### src/rtl/tinytpu_pkg.sv
// Shared types and sizing helpers for the tinytpu sequencer.
//
// Contents:
//   state_e   sequencer FSM states
//   word_cyc  valid cycles needed to deserialise one operand word
//   out_cyc   lane groups emitted per result word (one more when TINYTPU_PARITY_EN is defined)
//   feed_len  cycles of skewed operand feed into the N x N core
//
// Build option: TINYTPU_PARITY_EN appends a parity group after every result word.
package tinytpu_pkg;

  typedef enum logic [1:0] {IDLE, LOAD, COMPUTE, DRAIN} state_e;

  localparam int unsigned D_W_DEF      = 8;
  localparam int unsigned N_DEF        = 2;
  localparam int unsigned K_DEF        = 2;
  localparam int unsigned LANES_DEF    = 1;
  localparam int unsigned PIPE_LAT_DEF = 1;

  function automatic int unsigned word_cyc(input int unsigned d_w, input int unsigned lanes);
    return d_w / lanes;
  endfunction

  function automatic int unsigned out_cyc(input int unsigned d_w, input int unsigned lanes);
`ifdef TINYTPU_PARITY_EN
    return (2 * d_w) / lanes + 1;
`else
    return (2 * d_w) / lanes;
`endif
  endfunction

  function automatic int unsigned feed_len(input int unsigned n, input int unsigned k);
    return k + 2 * n - 1;
  endfunction

  localparam int unsigned WORD_CYC = word_cyc(D_W_DEF, LANES_DEF);
  localparam int unsigned OUT_CYC  = out_cyc(D_W_DEF, LANES_DEF);
  localparam int unsigned FEED_LEN = feed_len(N_DEF, K_DEF);

endpackage

### src/rtl/tinytpu_seq_ctrl_if.sv
// Serial pin bundle of the tinytpu sequencer.
//
// Signals:
//   start        begin a frame (honoured only while idle)
//   in_valid     data_in_x / data_in_y carry LANES valid bits, MSB-first
//   data_in_x/y  operand bits; lane LANES-1 is the most significant
//   data_out_z   result bits, MSB-first
//   out_valid    data_out_z valid
//   out_ready    sink accepts the current group
//   busy         sequencer not idle
//   done         one-cycle pulse at frame end
// Modports: master = pin driver / result sink, slave = sequencer.
interface tinytpu_seq_ctrl_if #(
  parameter int unsigned LANES = 1
);
  logic             start;
  logic             in_valid;
  logic [LANES-1:0] data_in_x;
  logic [LANES-1:0] data_in_y;
  logic [LANES-1:0] data_out_z;
  logic             out_valid;
  logic             out_ready;
  logic             busy;
  logic             done;

  modport master (
    output start, in_valid, data_in_x, data_in_y, out_ready,
    input  data_out_z, out_valid, busy, done
  );

  modport slave (
    input  start, in_valid, data_in_x, data_in_y, out_ready,
    output data_out_z, out_valid, busy, done
  );
endinterface

### src/rtl/tinytpu_deser.sv
// LANES-wide MSB-first deserialiser for one operand port.
//
// Ports:
//   clk        clock
//   rst        synchronous active-high reset
//   clr        synchronous clear of shift register and bit counter
//   shift_en   take 'bits' this cycle
//   bits       incoming lanes; lane LANES-1 is the more significant
//   word       shift register contents including this cycle's bits
//   word_done  high on the cycle the final group of a word arrives; 'word' is then complete
module tinytpu_deser
  import tinytpu_pkg::*;
#(
  parameter int unsigned D_W   = D_W_DEF,
  parameter int unsigned LANES = LANES_DEF
) (
  input  logic             clk,
  input  logic             rst,
  input  logic             clr,
  input  logic             shift_en,
  input  logic [LANES-1:0] bits,
  output logic [D_W-1:0]   word,
  output logic             word_done
);
  localparam int unsigned WordCyc = word_cyc(D_W, LANES);
  localparam int unsigned CntW    = (WordCyc > 1) ? $clog2(WordCyc) : 1;

  logic [D_W-1:0]       sr_q;
  logic [CntW-1:0]      cnt_q;
  logic [D_W+LANES-1:0] cat;

  assign cat       = {sr_q, bits};
  assign word      = cat[D_W-1:0];
  assign word_done = shift_en && (cnt_q == CntW'(WordCyc - 1));

  always_ff @(posedge clk) begin
    if (rst || clr) begin
      sr_q  <= '0;
      cnt_q <= '0;
    end else if (shift_en) begin
      sr_q  <= word;
      cnt_q <= word_done ? '0 : cnt_q + CntW'(1);
    end
  end
endmodule

### src/rtl/tinytpu_seq_ctrl.sv
// Sequencer between the serial pins and the N x N systolic core.
// Loads X (N x K) and Y (K x N) serially, feeds them skewed into the core, waits PIPE_LAT
// cycles, snapshots z_flat and streams the N*N results out with a valid/ready handshake.
//
// Ports:
//   clk, rst    clock and synchronous active-high reset
//   pins        serial pin bundle (tinytpu_seq_ctrl_if.slave)
//   x_flat      row feeds, row i at [i*D_W +: D_W]
//   y_flat      column feeds, column j at [j*D_W +: D_W]
//   core_init   clears the core accumulators
//   z_flat      core results, Z[i][j] at [(i*N+j)*2*D_W +: 2*D_W]
//
// Build option: TINYTPU_PARITY_EN appends one group per result word whose lane 0 is the
// XOR of the word's bits.
module tinytpu_seq_ctrl
  import tinytpu_pkg::*;
#(
  parameter int unsigned D_W      = D_W_DEF,
  parameter int unsigned N        = N_DEF,
  parameter int unsigned K        = K_DEF,
  parameter int unsigned LANES    = LANES_DEF,
  parameter int unsigned PIPE_LAT = PIPE_LAT_DEF
) (
  input  logic                   clk,
  input  logic                   rst,
  tinytpu_seq_ctrl_if.slave      pins,
  output logic [N*D_W-1:0]       x_flat,
  output logic [N*D_W-1:0]       y_flat,
  output logic                   core_init,
  input  logic [N*N*2*D_W-1:0]   z_flat
);
  localparam int unsigned ZW      = 2 * D_W;
  localparam int unsigned DataCyc = ZW / LANES;
  localparam int unsigned OutCyc  = out_cyc(D_W, LANES);
  localparam int unsigned FeedLen = feed_len(N, K);
  localparam int unsigned Words   = N * K;
  localparam int unsigned CmpEnd  = FeedLen + PIPE_LAT;
  localparam int unsigned CntW    = $clog2(CmpEnd + OutCyc + 1);
  localparam int unsigned LdW     = (Words > 1) ? $clog2(Words) : 1;
  localparam int unsigned ZwW     = (N * N > 1) ? $clog2(N * N) : 1;

  state_e               state_q;
  logic [CntW-1:0]      cnt_q;      // compute cycle, or group within the current result word
  logic [LdW-1:0]       ld_idx_q;
  logic [ZwW-1:0]       zw_idx_q;
  logic [D_W-1:0]       xbuf_q [Words];
  logic [D_W-1:0]       ybuf_q [Words];
  logic [N*N*ZW-1:0]    z_sh_q;
  logic [LANES-1:0]     dout_q;
  logic                 out_valid_q;
  logic                 busy_q;
  logic                 done_q;

  logic [D_W-1:0]       x_word, y_word;
  logic                 x_done, y_done;
  logic                 shift_en, deser_clr;
  logic [N*D_W-1:0]     x_feed, y_feed;
  logic                 last_grp;
  logic [CntW-1:0]      cnt_nx;
  logic [ZwW-1:0]       zw_nx;

  assign shift_en  = (state_q == LOAD) && pins.in_valid;
  assign deser_clr = (state_q != LOAD);

  tinytpu_deser #(.D_W(D_W), .LANES(LANES)) u_deser_x (
    .clk       (clk),
    .rst       (rst),
    .clr       (deser_clr),
    .shift_en  (shift_en),
    .bits      (pins.data_in_x),
    .word      (x_word),
    .word_done (x_done)
  );

  tinytpu_deser #(.D_W(D_W), .LANES(LANES)) u_deser_y (
    .clk       (clk),
    .rst       (rst),
    .clr       (deser_clr),
    .shift_en  (shift_en),
    .bits      (pins.data_in_y),
    .word      (y_word),
    .word_done (y_done)
  );

  // Feeds for skew step t = cnt_q (registered, so they appear in compute cycle cnt_q+1).
  // Row i carries X[i][k] at t = i+k; column j carries Y[k][j] at t = j+k.
  always_comb begin
    x_feed = '0;
    y_feed = '0;
    for (int i = 0; i < N; i++) begin
      for (int k = 0; k < K; k++) begin
        if (int'(cnt_q) == i + k) x_feed[i*D_W +: D_W] = xbuf_q[i*K + k];
      end
    end
    for (int j = 0; j < N; j++) begin
      for (int k = 0; k < K; k++) begin
        if (int'(cnt_q) == j + k) y_feed[j*D_W +: D_W] = ybuf_q[k*N + j];
      end
    end
  end

  always_comb begin
    last_grp = (cnt_q == CntW'(OutCyc - 1));
    cnt_nx   = last_grp ? '0 : cnt_q + CntW'(1);
    zw_nx    = last_grp ? zw_idx_q + ZwW'(1) : zw_idx_q;
  end

  // Lane group g of result word w; groups past the data bits carry the parity group.
  function automatic logic [LANES-1:0] pick_group(input logic [N*N*ZW-1:0] z,
                                                  input int unsigned w, input int unsigned g);
    logic [ZW-1:0] zword;
    zword      = z[w*ZW +: ZW];
    pick_group = '0;
    if (g < DataCyc) begin
      pick_group = zword[(DataCyc-1-g)*LANES +: LANES];
    end
`ifdef TINYTPU_PARITY_EN
    else begin
      pick_group[0] = ^zword;
    end
`endif
  endfunction

  always_ff @(posedge clk) begin
    if (rst) begin
      state_q     <= IDLE;
      cnt_q       <= '0;
      ld_idx_q    <= '0;
      zw_idx_q    <= '0;
      x_flat      <= '0;
      y_flat      <= '0;
      core_init   <= 1'b0;
      z_sh_q      <= '0;
      dout_q      <= '0;
      out_valid_q <= 1'b0;
      busy_q      <= 1'b0;
      done_q      <= 1'b0;
      for (int w = 0; w < Words; w++) begin
        xbuf_q[w] <= '0;
        ybuf_q[w] <= '0;
      end
    end else begin
      done_q <= 1'b0;
      unique case (state_q)
        IDLE: begin
          if (pins.start) begin
            state_q  <= LOAD;
            busy_q   <= 1'b1;
            ld_idx_q <= '0;
            cnt_q    <= '0;
          end
        end
        LOAD: begin
          if (x_done && y_done) begin
            xbuf_q[ld_idx_q] <= x_word;
            ybuf_q[ld_idx_q] <= y_word;
            if (ld_idx_q == LdW'(Words - 1)) begin
              state_q   <= COMPUTE;
              cnt_q     <= '0;
              core_init <= 1'b1;
            end else begin
              ld_idx_q <= ld_idx_q + LdW'(1);
            end
          end
        end
        COMPUTE: begin
          core_init <= 1'b0;
          if (cnt_q == CntW'(CmpEnd)) begin
            // Last pipeline idle cycle: the core result is final, so snapshot it.
            state_q     <= DRAIN;
            z_sh_q      <= z_flat;
            x_flat      <= '0;
            y_flat      <= '0;
            cnt_q       <= '0;
            zw_idx_q    <= '0;
            out_valid_q <= 1'b1;
            dout_q      <= pick_group(z_flat, 0, 0);
          end else begin
            cnt_q  <= cnt_q + CntW'(1);
            x_flat <= x_feed;
            y_flat <= y_feed;
          end
        end
        DRAIN: begin
          if (out_valid_q && pins.out_ready) begin
            if (last_grp && (zw_idx_q == ZwW'(N * N - 1))) begin
              state_q     <= IDLE;
              out_valid_q <= 1'b0;
              dout_q      <= '0;
              busy_q      <= 1'b0;
              done_q      <= 1'b1;
              cnt_q       <= '0;
              zw_idx_q    <= '0;
            end else begin
              cnt_q    <= cnt_nx;
              zw_idx_q <= zw_nx;
              dout_q   <= pick_group(z_sh_q, 32'(zw_nx), 32'(cnt_nx));
            end
          end
        end
        default: state_q <= IDLE;
      endcase
    end
  end

  assign pins.data_out_z = dout_q;
  assign pins.out_valid  = out_valid_q;
  assign pins.busy       = busy_q;
  assign pins.done       = done_q;
endmodule
### src/flat_wrapper.sv
// flat-port wrapper written by rule: the top's interface ports become plain ports
module tinytpu_seq_ctrl_flat import tinytpu_pkg::*;
#(
  parameter int unsigned D_W      = D_W_DEF,
  parameter int unsigned N        = N_DEF,
  parameter int unsigned K        = K_DEF,
  parameter int unsigned LANES    = LANES_DEF,
  parameter int unsigned PIPE_LAT = PIPE_LAT_DEF
)
  (clk, rst, x_flat, y_flat, core_init, z_flat, pins_start, pins_in_valid, pins_data_in_x, pins_data_in_y, pins_out_ready, pins_data_out_z, pins_out_valid, pins_busy, pins_done);
  tinytpu_seq_ctrl_if #(.LANES(LANES)) pins_i ();
  input  logic clk;
  input  logic rst;
  output logic [N*D_W-1:0] x_flat;
  output logic [N*D_W-1:0] y_flat;
  output logic core_init;
  input  logic [N*N*2*D_W-1:0] z_flat;
  input wire logic [$bits(pins_i.start)-1:0] pins_start;
  input wire logic [$bits(pins_i.in_valid)-1:0] pins_in_valid;
  input wire logic [$bits(pins_i.data_in_x)-1:0] pins_data_in_x;
  input wire logic [$bits(pins_i.data_in_y)-1:0] pins_data_in_y;
  input wire logic [$bits(pins_i.out_ready)-1:0] pins_out_ready;
  output wire logic [$bits(pins_i.data_out_z)-1:0] pins_data_out_z;
  output wire logic [$bits(pins_i.out_valid)-1:0] pins_out_valid;
  output wire logic [$bits(pins_i.busy)-1:0] pins_busy;
  output wire logic [$bits(pins_i.done)-1:0] pins_done;
  assign pins_i.start = pins_start;
  assign pins_i.in_valid = pins_in_valid;
  assign pins_i.data_in_x = pins_data_in_x;
  assign pins_i.data_in_y = pins_data_in_y;
  assign pins_i.out_ready = pins_out_ready;
  assign pins_data_out_z = pins_i.data_out_z;
  assign pins_out_valid = pins_i.out_valid;
  assign pins_busy = pins_i.busy;
  assign pins_done = pins_i.done;
  tinytpu_seq_ctrl #(.D_W(D_W), .N(N), .K(K), .LANES(LANES), .PIPE_LAT(PIPE_LAT)) u_core (.clk(clk), .rst(rst), .pins(pins_i), .x_flat(x_flat), .y_flat(y_flat), .core_init(core_init), .z_flat(z_flat));
endmodule
### config.mk
export PLATFORM = sky130hd
export DESIGN_NAME = tinytpu_seq_ctrl_flat
export DESIGN_NICKNAME = d
export VERILOG_FILES = /design/src/rtl/tinytpu_pkg.sv /design/src/rtl/tinytpu_seq_ctrl_if.sv /design/src/rtl/tinytpu_deser.sv /design/src/rtl/tinytpu_seq_ctrl.sv /design/src/flat_wrapper.sv
export SDC_FILE = /design/constraint.sdc
export NUM_CORES = 1
export LEC_CHECK = 0
export ABC_AREA = 1
export BUFFER_PORTS_ARGS = -buffer_cell sky130_fd_sc_hd__buf_2
export CAP_MARGIN = 10
export CORE_AREA = 8 8 129 131
export CTS_CLUSTER_SIZE = 25
export DETAILED_ROUTE_END_ITERATION = 16
export DIE_AREA = 0 0 137 139
export PLACE_DENSITY = 0.81
export SLEW_MARGIN = 20
export SYNTH_ARGS = -nofsm -noshare
export SYNTH_HDL_FRONTEND = slang
export SYNTH_HIERARCHICAL = 1
export SYNTH_SLANG_ARGS = --single-unit
### constraint.sdc
create_clock -name clk -period 9.1 [get_ports clk]
set_input_delay 1.82 -clock clk [delete_from_list [all_inputs] [get_ports clk]]
set_output_delay 1.82 -clock clk [all_outputs]
set_load 0.03 [all_outputs]
Word-level counts from Yosys, hierarchy flattened
Memory sizes are Yosys's and may differ from the RTL's.
Cells that the tools add are included.
Storage, ports and cells
  input port bits: 71
  register bits after elaboration: 132
  memory bits (writable): 64
  logic and storage cells: 135
  output and inout bits: 37
  memories: 2
Operators by class
  muxes and demuxes: 63
  add/sub/neg operators: 6
  shift operators: 2
  reduce and logical (&&, ||, !) cells: 24
  bitwise operators: 2
  eq/ne operators: 19
  $lt $le $gt $ge: 1
Memory list
  u_core.xbuf_q: depth 4, bits a word 8, rd ports 4, clocked after memory_dff 0, write ports 4, line tinytpu_seq_ctrl.sv:46  | logic [D_W-1:0] xbuf_q [Words];
  u_core.ybuf_q: depth 4, bits a word 8, rd ports 4, clocked after memory_dff 0, write ports 4, line tinytpu_seq_ctrl.sv:47  | logic [D_W-1:0] ybuf_q [Words];
Operator list (number)
  2-to-1 mux 8 bit: 10
  variable part select 64 x 7 -> 16 bit: 1
  2-to-1 mux 5 bit: 7
  variable part select 16 x 33 -> 1 bit: 1
  2-to-1 mux 16 bit: 2
  2-to-1 mux 2 bit: 15
  case mux 5 bit (4 select lines): 1
  2-to-1 mux 1 bit: 19
  AND reduction 4 bit: 4
  OR reduction 8 bit: 2
  equality test 5 x 3 -> 1 bit (second input constant): 2
  equality test 2 bit (second input constant): 4
  inequality test 2 x 1 -> 1 bit (second input constant): 4
  inequality test 2 bit (second input constant): 4
  case mux 1 bit (2 select lines): 4
  case mux 2 bit (2 select lines): 2
  case mux 2 bit (4 select lines): 1
  nonzero test 2 bit: 4
  adder 3 x 1 -> 3 bit (second input constant): 2
  equality test 3 bit (second input constant): 2
  logical AND 1 bit: 6
  2-to-1 mux 3 bit: 2
  AND reduction 3 bit: 2
  AND reduction 6 bit: 1
  other kinds (13): 15

Logic depth before layout (Yosys ltp)
Gate-level depths: netlist of run 1.
  depth after elaboration: 10
  gate-level depth with buffers: 18

By module
The synthesis of run 1 kept the hierarchy.
Modules (own cells, without submodules)
  tinytpu_seq_ctrl: cells an instance 956, sequential area each 4164.0 sq um, area each 7778.7 sq um, times used 1
  tinytpu_deser: cells an instance 51, sequential area each 200.2 sq um, area each 396.6 sq um, times used 2

Worst setup path after synthesis of run 1
Ideal clock, no wire load.
  path kind: in2reg
  start: input port pins_in_valid
  end: memory u_core/xbuf_q[3][0] in the netlist's numbering, enable pin
  path buffers: 1
  setup time: 0.414 ns
  data required time: 8.686 ns
  setup slack: 4.930 ns
  data arrival time: 3.756 ns
  stages on the path: 9
  cells stage by stage: nand2_1 > inv_1 > buf_6 > nand2_1 > inv_1 > nand2_1 > nor2_1 > inv_1 > o31ai_1
RTL lines
  start: declaration: line flat_wrapper.sv:19  | input wire logic [$bits(pins_i.in_valid)-1:0] pins_in_valid;
  end: declaration: line tinytpu_seq_ctrl.sv:46

==> out/summary.txt, run 1 <==
Fraction of registers with async set/reset: 0%
Vias: 7279
R2r startpoint: u_core/state_q[1]
WHS Path Cells: 2
Syn Inst Count: 1058
Worst setup SP type: primary input
CP dominant cell by count: nand2_1
Reg power frac: 44.2%
Clk_lat worst skew: 0.43 ns
Hold buffer count at cts: 0
Num rows: 45
Mux contribution to synthesized area: 0%
GR Overflow Total: 0
Post-CTS resize count: 0
Power Density: 230 nW/um^2
Status: completed
Post-synth EDFFs: 64
Initial core utilization: 58.1%
Flops & latches, synth: 196
Fin util: 65.4%
Busiest layer in global routing: met2
Flop-to-flop setup slack: 5.53 ns
Most common cell in the netlist: nand2_1
Met1 Use GR: 27.2%
Sequential-to-total area share from yosys stat: 53.2%
Setup crit end kind: flip-flop
Hold WS: 0.455 ns
Avg Cell Area, Syn: 8.10 sq um
Biggest area consumer among synthesized cells: dfxtp_1
Die area: 19000 sq um
Final min period: 4.30 ns
CP Class: primary input to flip-flop
YS warnings: 6
HPWL after DPL: 14.8 mm
CP Cell Sequence: buf_2, nand2_1, inv_1, nand2_1, inv_1, nand2_1, nor2_1, inv_1, nor2_1, inv_2, nor2_1, nand2_2, nand2_1
Initial antenna violation count: 0
Port buffer count: 107
Clock Skew: 0.0105 ns
Critical Path RT: 9.16 ns
Max H-tree Level: 4
Post-synth cell types: 32
Largest net degree at the start of global routing: 96
Max Clock Freq: 0.233 GHz
Area fraction of the dominant cell type after synthesis: 30.8%
Num CTS Buffers: 17
Total setup buffers inserted after CTS: 0
Post-Route WL: 21.7 mm
First-pass GRT wire length: 34.4 mm
Fin Setup TNS: 0 ns
Main combinational cell family by area after synthesis: simple AND/OR/NAND/NOR gates
Core box area: 14800 sq um
Die Height: 139 um
RePlAce Congestion: 0.860
Worst-path clk slew: 0.07 ns
DIE WIDTH: 137 um
Max-cap viol count: 0
Setup-failing EPs final: 0
Synth Area in Compound Gates: 15.5%
DR pass1 iterations: 7
Bufs on Longest Clock Path: 2
RSZ-0062 raised after global routing: false
Sw Share: 33.0%
Final-stage net count: 1220
XOR/XNOR Fraction of Synth Area: 0.204%
Io pins: 108
Pins Over Slew Limit: 0
FF-to-FF path depth: 14
P_sw: 0.000733 W
Int Pwr: 0.00149 W
Combinational share of power: 24.1%
Worst hold-check path type: flip-flop to flip-flop
Slew @ Worst Pin: 1.01 ns
DR WL/cell: 16.3 um
GRT met2 Usage: 38.5%
Post-synthesis adder-cell area fraction: 2.48%
P&R area growth vs syn: 12.5%
Via/cell ratio: 5.46
Clock power share: 31.7%
Peak VDD IR: 0.000160 V
Met3 usage: 5.00%
Slew headroom: 32.5%
Post-synth top cells: nand2_1 (230), a21oi_1 (141), dfxtp_1 (132)
Detailed Route Iter0 Violations: 801
Crit path max fanout: 26
Slowest cell on the critical path: nand2_1
# clock sinks: 196
Final worst-path cycle share: 47.3%
FF-to-FF End: u_core/ybuf_q[1][2]
Fin. Hold Viols: 0
Vias in the first global route: 6930
Syn Nets: 1146
Layout cells sized above 1: 14.2%
CTS Root Cell: clkbuf_16
Hold Crit Start: u_core/z_sh_q[51]
Total Routing Usage GR: 22.8%
CP arrival: 4.36 ns
Synth Area in Simple Gates: 19.5%
Critical Path Start: pins_in_valid
Post-synth top flop: dfxtp_1
Antenna-violating nets left: 0
Diode count: 0
Cells taking the most area after synthesis: dfxtp_1 (31%), edfxtp_1 (22%), nand2_1 (10%), a21oi_1 (8.2%), o21ai_0 (5.5%)
CTS tree: done
Worst path max stage delay: 0.60 ns
Remaining DRCs: 0
Synth Cell Area: 8570 sq um
Hold Path Sink: u_core/z_sh_q[51]
Leakage: 3.77 nW
logic make-up (layout without fill, tap and decap cells):
logic type / Yosys count / in the layout
AND/OR/NAND/NOR: 405 / 405
AO/OA/AOI/OAI: 255 / 255
flip-flops: 196 / 196
buffers and inverters: 183 / 270
adder cells (fa/ha/maj): 17 / 17
XOR/XNOR: 2 / 2
metal layers:
metal / up-vias / wire length, um
met4: 0 / 587
met1: 3377 / 8590
met2: 259 / 11000
li1: 3597 / -
met3: 46 / 1560
met5: - / 0
flip-flops by register name (all words and copies together), names as in the netlist:
register / cells
u_core/z_sh_q: 64
u_core/pins.out_valid: 1
u_core/y_flat: 16
u_core/u_deser_x/sr_q: 7
u_core/u_deser_x/cnt_q: 3
u_core/u_deser_y/sr_q: 7
u_core/pins.busy: 1
u_core/pins.done: 1
u_core/x_flat: 16
u_core/cnt_q: 5
u_core/ld_idx_q: 2
u_core/u_deser_y/cnt_q: 3
u_core/xbuf_q: 32
u_core/core_init: 1
u_core/ybuf_q: 32
u_core/state_q: 2
u_core/zw_idx_q: 2
u_core/pins.data_out_z: 1
power by group through the flow:
stage               Combinational, W  Sequential (W)  Clock, W
finish                      0.000536        0.000982  0.000704
global placement            0.000521        0.000998         0
CTS                         0.000533        0.000981  0.000715
global route                0.000593        0.000986  0.000749
floorplan                   0.000372         0.00103         0
detailed placement          0.000530         0.00100         0
cell type report:
type | count | area (sq um)
Fill cell | 1240 | 5110
Multi-Input combinational cell | 679 | 3240
Timing Repair Buffer | 111 | 566
Inverter | 127 | 479
Sequential cell | 196 | 4560
Clock inverter | 6 | 43.8
Clock buffer | 26 | 512
Tap cell | 188 | 235
worst max-delay path, delay by kind of cell:
| kind | cells | cell delay [ns] |
|---|---|---|
| simple gates | 8 | 1.55 |
| buf+inv | 5 | 0.97 |
placed cells by master (no fill, tap or decap), types with 8 or more instances in the layout:
cell type and instances:
a21oi_1 141, nand2_1 230, o21ai_0 94, edfxtp_1 64
buf_2 107, nor2_1 82, clkbuf_16 18, inv_1 117
nand3_1 76, ha_1 17, dfxtp_1 132, inv_2 8
worst max path at each step:
| stage | endpoint |
|---|---|
| after floorplan | u_core/xbuf_q[3][0] |
| after global routing | u_core/xbuf_q[0][7] |
| after CTS | u_core/xbuf_q[0][7] |
| after detailed placement | u_core/ybuf_q[0][2] |
| final | u_core/ybuf_q[1][2] |
| after global placement | u_core/xbuf_q[0][3] |
through the flow:
stage / cell area [sq um] / setup WS [ns] / instances / total power [W]
floorplan: 8570 / 4.93 / 1058 / 0.00140
global placement: 9080 / 4.52 / 1301 / 0.00152
detailed placement: 9080 / 4.37 / 1301 / 0.00153
CTS: 9640 / 4.82 / 1333 / 0.00223
global route: 9640 / 4.51 / 1333 / 0.00233
finish: 9640 / 4.80 / 1333 / 0.00222
No activity file was read; power rests on OpenSTA's default activity.
==> inputs of run 2 (changes only) <==
Settings changed: ABC_AREA 1 to 0, CORE_AREA 8 8 129 131 to 8 8 133 135, DIE_AREA 0 0 137 139 to 0 0 141 143, PLACE_DENSITY 0.81 to 0.78.
Clock period 9.1 ns to 4.4 ns, I/O delays scaled along.
==> run 2 against run 1 <==
Critical path depth is 2 lower. Synthesized cell count decreased by 14%. Non-clock buffer count rose by 10. Hold slack about the same. Sequential power up 100%. Final cell count is 9.1% lower. Clock-buffer cell count is 8 lower. Combinational power grew 61%. Area after synthesis is 2.5% higher.
==> out/summary.txt, run 2 <==
Setup crit end kind: flip-flop
Slew @ Worst Pin: 1.00 ns
CP Class: flip-flop to flip-flop
Flop-to-flop setup slack: 0.98 ns
Post-Route WL: 21.0 mm
Synth Cell Area: 8780 sq um
Pins Over Slew Limit: 0
Most frequent cells in the layout: nand2_1 (141), dfxtp_1 (132), buf_2 (106), a21oi_1 (99), nor2_1 (94)
Initial antenna violation count: 0
Status: completed
Max reg flops: 64
FF-to-FF path depth: 11
Biggest area consumer among synthesized cells: dfxtp_1
Num rows: 46
Final worst-path cycle share: 77.7%
Syn Nets: 997
CTS Root Cell: clkbuf_16
Vias in the first global route: 6597
Die Height: 143 um
Fillers: 1303
Max-cap viol count: 0
Commonest non-fill, non-tap cell in the layout: nand2_1
RSZ-0062 raised after global routing: false
Flops & latches, synth: 196
DR WL/cell: 17.3 um
Fin Setup TNS: 0 ns
DR top layer: met4
Initial core utilization: 56.3%
Total setup buffers inserted after CTS: 0
YS warnings: 6
Layout cells sized above 1: 18.3%
Clock Skew: 0.0147 ns
Port buffer count: 107
Area after DPL: 9370 sq um
Via/cell ratio: 5.63
DRT met1 WL: 9.05 mm
Met3 wire length: 1.19 mm
Final-stage net count: 1071
Post-synth cell types: 68
# clock sinks: 196
Sequential-to-total area share from yosys stat: 52.0%
Remaining DRCs: 0
Top reg by flops: u_core/z_sh_q
Clk_lat worst skew: 0.44 ns
Die area: 20200 sq um
Slew headroom: 33.1%
Peak VDD IR: 0.000335 V
Leakage: 3.64 nW
Area fraction of the dominant cell type after synthesis: 30.1%
Worst setup SP type: flip-flop
Worst-path clk slew: 0.08 ns
P&R area growth vs syn: 13.9%
Crit path max fanout: 27
Io pins: 108
Post-synth top cells: nand2_1 (142), dfxtp_1 (132), a21oi_1 (99)
R2r startpoint: u_core/cnt_q[0]
DR pass1 iterations: 5
Diode count: 0
Hold buffer count at cts: 0
Avg Cell Area, Syn: 9.66 sq um
Critical Path RT: 4.71 ns
Post-CTS resize count: 0
Num CTS Buffers: 17
Post-synth EDFFs: 64
Post-route cell area: 10000 sq um
Total Routing Usage GR: 21.1%
Hold Path Sink: u_core/z_sh_q[2]
Setup-failing EPs final: 0
Cells taking the most area after synthesis: dfxtp_1 (30%), edfxtp_1 (22%), nand2_1 (6.1%), a21oi_1 (5.6%), and2_1 (5.0%)
Bufs on Longest Clock Path: 2
Max Clock Freq: 0.293 GHz
GR Overflow Total: 0
Largest net degree at the start of global routing: 78
Post-synth top flop: dfxtp_1
Core box area: 15600 sq um
HPWL after DPL: 14.4 mm
Final min period: 3.42 ns
CTS tree: done
Power Density: 451 nW/um^2
Syn Inst Count: 909
Most common cell in the netlist: nand2_1
Hold Crit Start: u_core/z_sh_q[2]
WHS Path Cells: 2
Worst hold-check path type: flip-flop to flip-flop
CP arrival: 3.73 ns
FF-to-FF End: u_core/pins.data_out_z
Detailed Route Iter0 Violations: 506
Max H-tree Level: 4
Fin. Hold Viols: 0
Antenna-violating nets left: 0
First-pass GRT wire length: 33.9 mm
RePlAce Congestion: 0.895
Routed wl met2: 10.3 mm
Fraction of registers with async set/reset: 0%
DIE WIDTH: 141 um
Biggest regs: u_core/z_sh_q x64, u_core/xbuf_q x32, u_core/ybuf_q x32
Vias: 6821
run 2: cell types whose count changed in the layout (fill, tap and decap cells not counted), moves of 7 or more:
cell | before | now
a22oi_1 | 0 | 33
mux2i_1 | 0 | 36
nand3_1 | 76 | 7
nand2_1 | 230 | 141
inv_2 | 8 | 1
a2bb2oi_1 | 0 | 16
a21oi_1 | 141 | 99
nor2_1 | 82 | 94
o21ai_0 | 94 | 13
and2_1 | 0 | 70
inv_1 | 117 | 8
nand2b_1 | 0 | 10
buf_4 | 4 | 15
run 2: worst max-delay path by stage:
stage / from / endpoint / slack (ns) / cells after the start
after floorplan: pins_in_valid / u_core/xbuf_q[3][0] / 1.52 / 5
after global placement: u_core/cnt_q[0] / u_core/pins.data_out_z / 1.15 / 10
after detailed placement: u_core/cnt_q[0] / u_core/pins.data_out_z / 1.06 / 10
after CTS: u_core/cnt_q[0] / u_core/pins.data_out_z / 1.05 / 10
after global routing: u_core/cnt_q[0] / u_core/pins.data_out_z / 0.71 / 10
final: u_core/cnt_q[0] / u_core/pins.data_out_z / 0.98 / 11
run 2: kinds of logic (layout without fill, tap and decap cells):
| family | after synthesis | after routing | synth area share [%] |
|---|---|---|---|
| compound gates | 195 | 195 | 14.2 |
| simple gates | 373 | 373 | 20.2 |
| buf+inv | 76 | 163 | 4.29 |
| fa+ha+maj | 17 | 17 | 2.42 |
| xor+xnor | 2 | 2 | 0.285 |
| flops | 196 | 196 | 52.0 |
| mux | 50 | 50 | 6.58 |
run 2: layout make-up:
type	instances	area [sq um]	share of cell area, %
Clock buffer	18	450	4.50
Clock inverter	14	189	1.89
Inverter	10	37.5	0.375
Multi-Input combinational cell	637	3850	38.5
Sequential cell	196	4560	45.6
Tap cell	216	270	2.70
Timing Repair Buffer	121	643	6.43
run 2: power by group:
group          switching [W]  internal, W
Combinational       0.000555     0.000309
Sequential         0.0000645      0.00195
Clock               0.000738     0.000902
run 2: critical path, stage by stage (launching register included):
cell and delay, ns:
dfxtp_1 0.70, ha_1 0.32, nand3_1 0.16, inv_1 0.09, ha_1 0.47, buf_4 0.38, nand2_1 0.21, o221ai_1 0.24
o21ai_0 0.11, and3_1 0.21, o41ai_2 0.28, o311ai_1 0.13
run 2: through the flow:
stage	util, %	setup WS [ns]	power (W)	hold WS [ns]	std cells
floorplan	-	1.52	0.00268	0.432	909
global placement	60.1	1.15	0.00290	0.438	1180
detailed placement	60.1	1.06	0.00291	0.448	1180
CTS	64.2	1.05	0.00454	0.458	1212
global route	64.2	0.713	0.00470	0.474	1212
finish	64.2	0.982	0.00452	0.455	1212
run 2: metal layers:
metal	vias to the layer above	GRT usage (%)
li1	3312	-
met1	3275	25.6
met2	203	35.9
met3	31	5.01
met4	0	7.81
met5	-	0
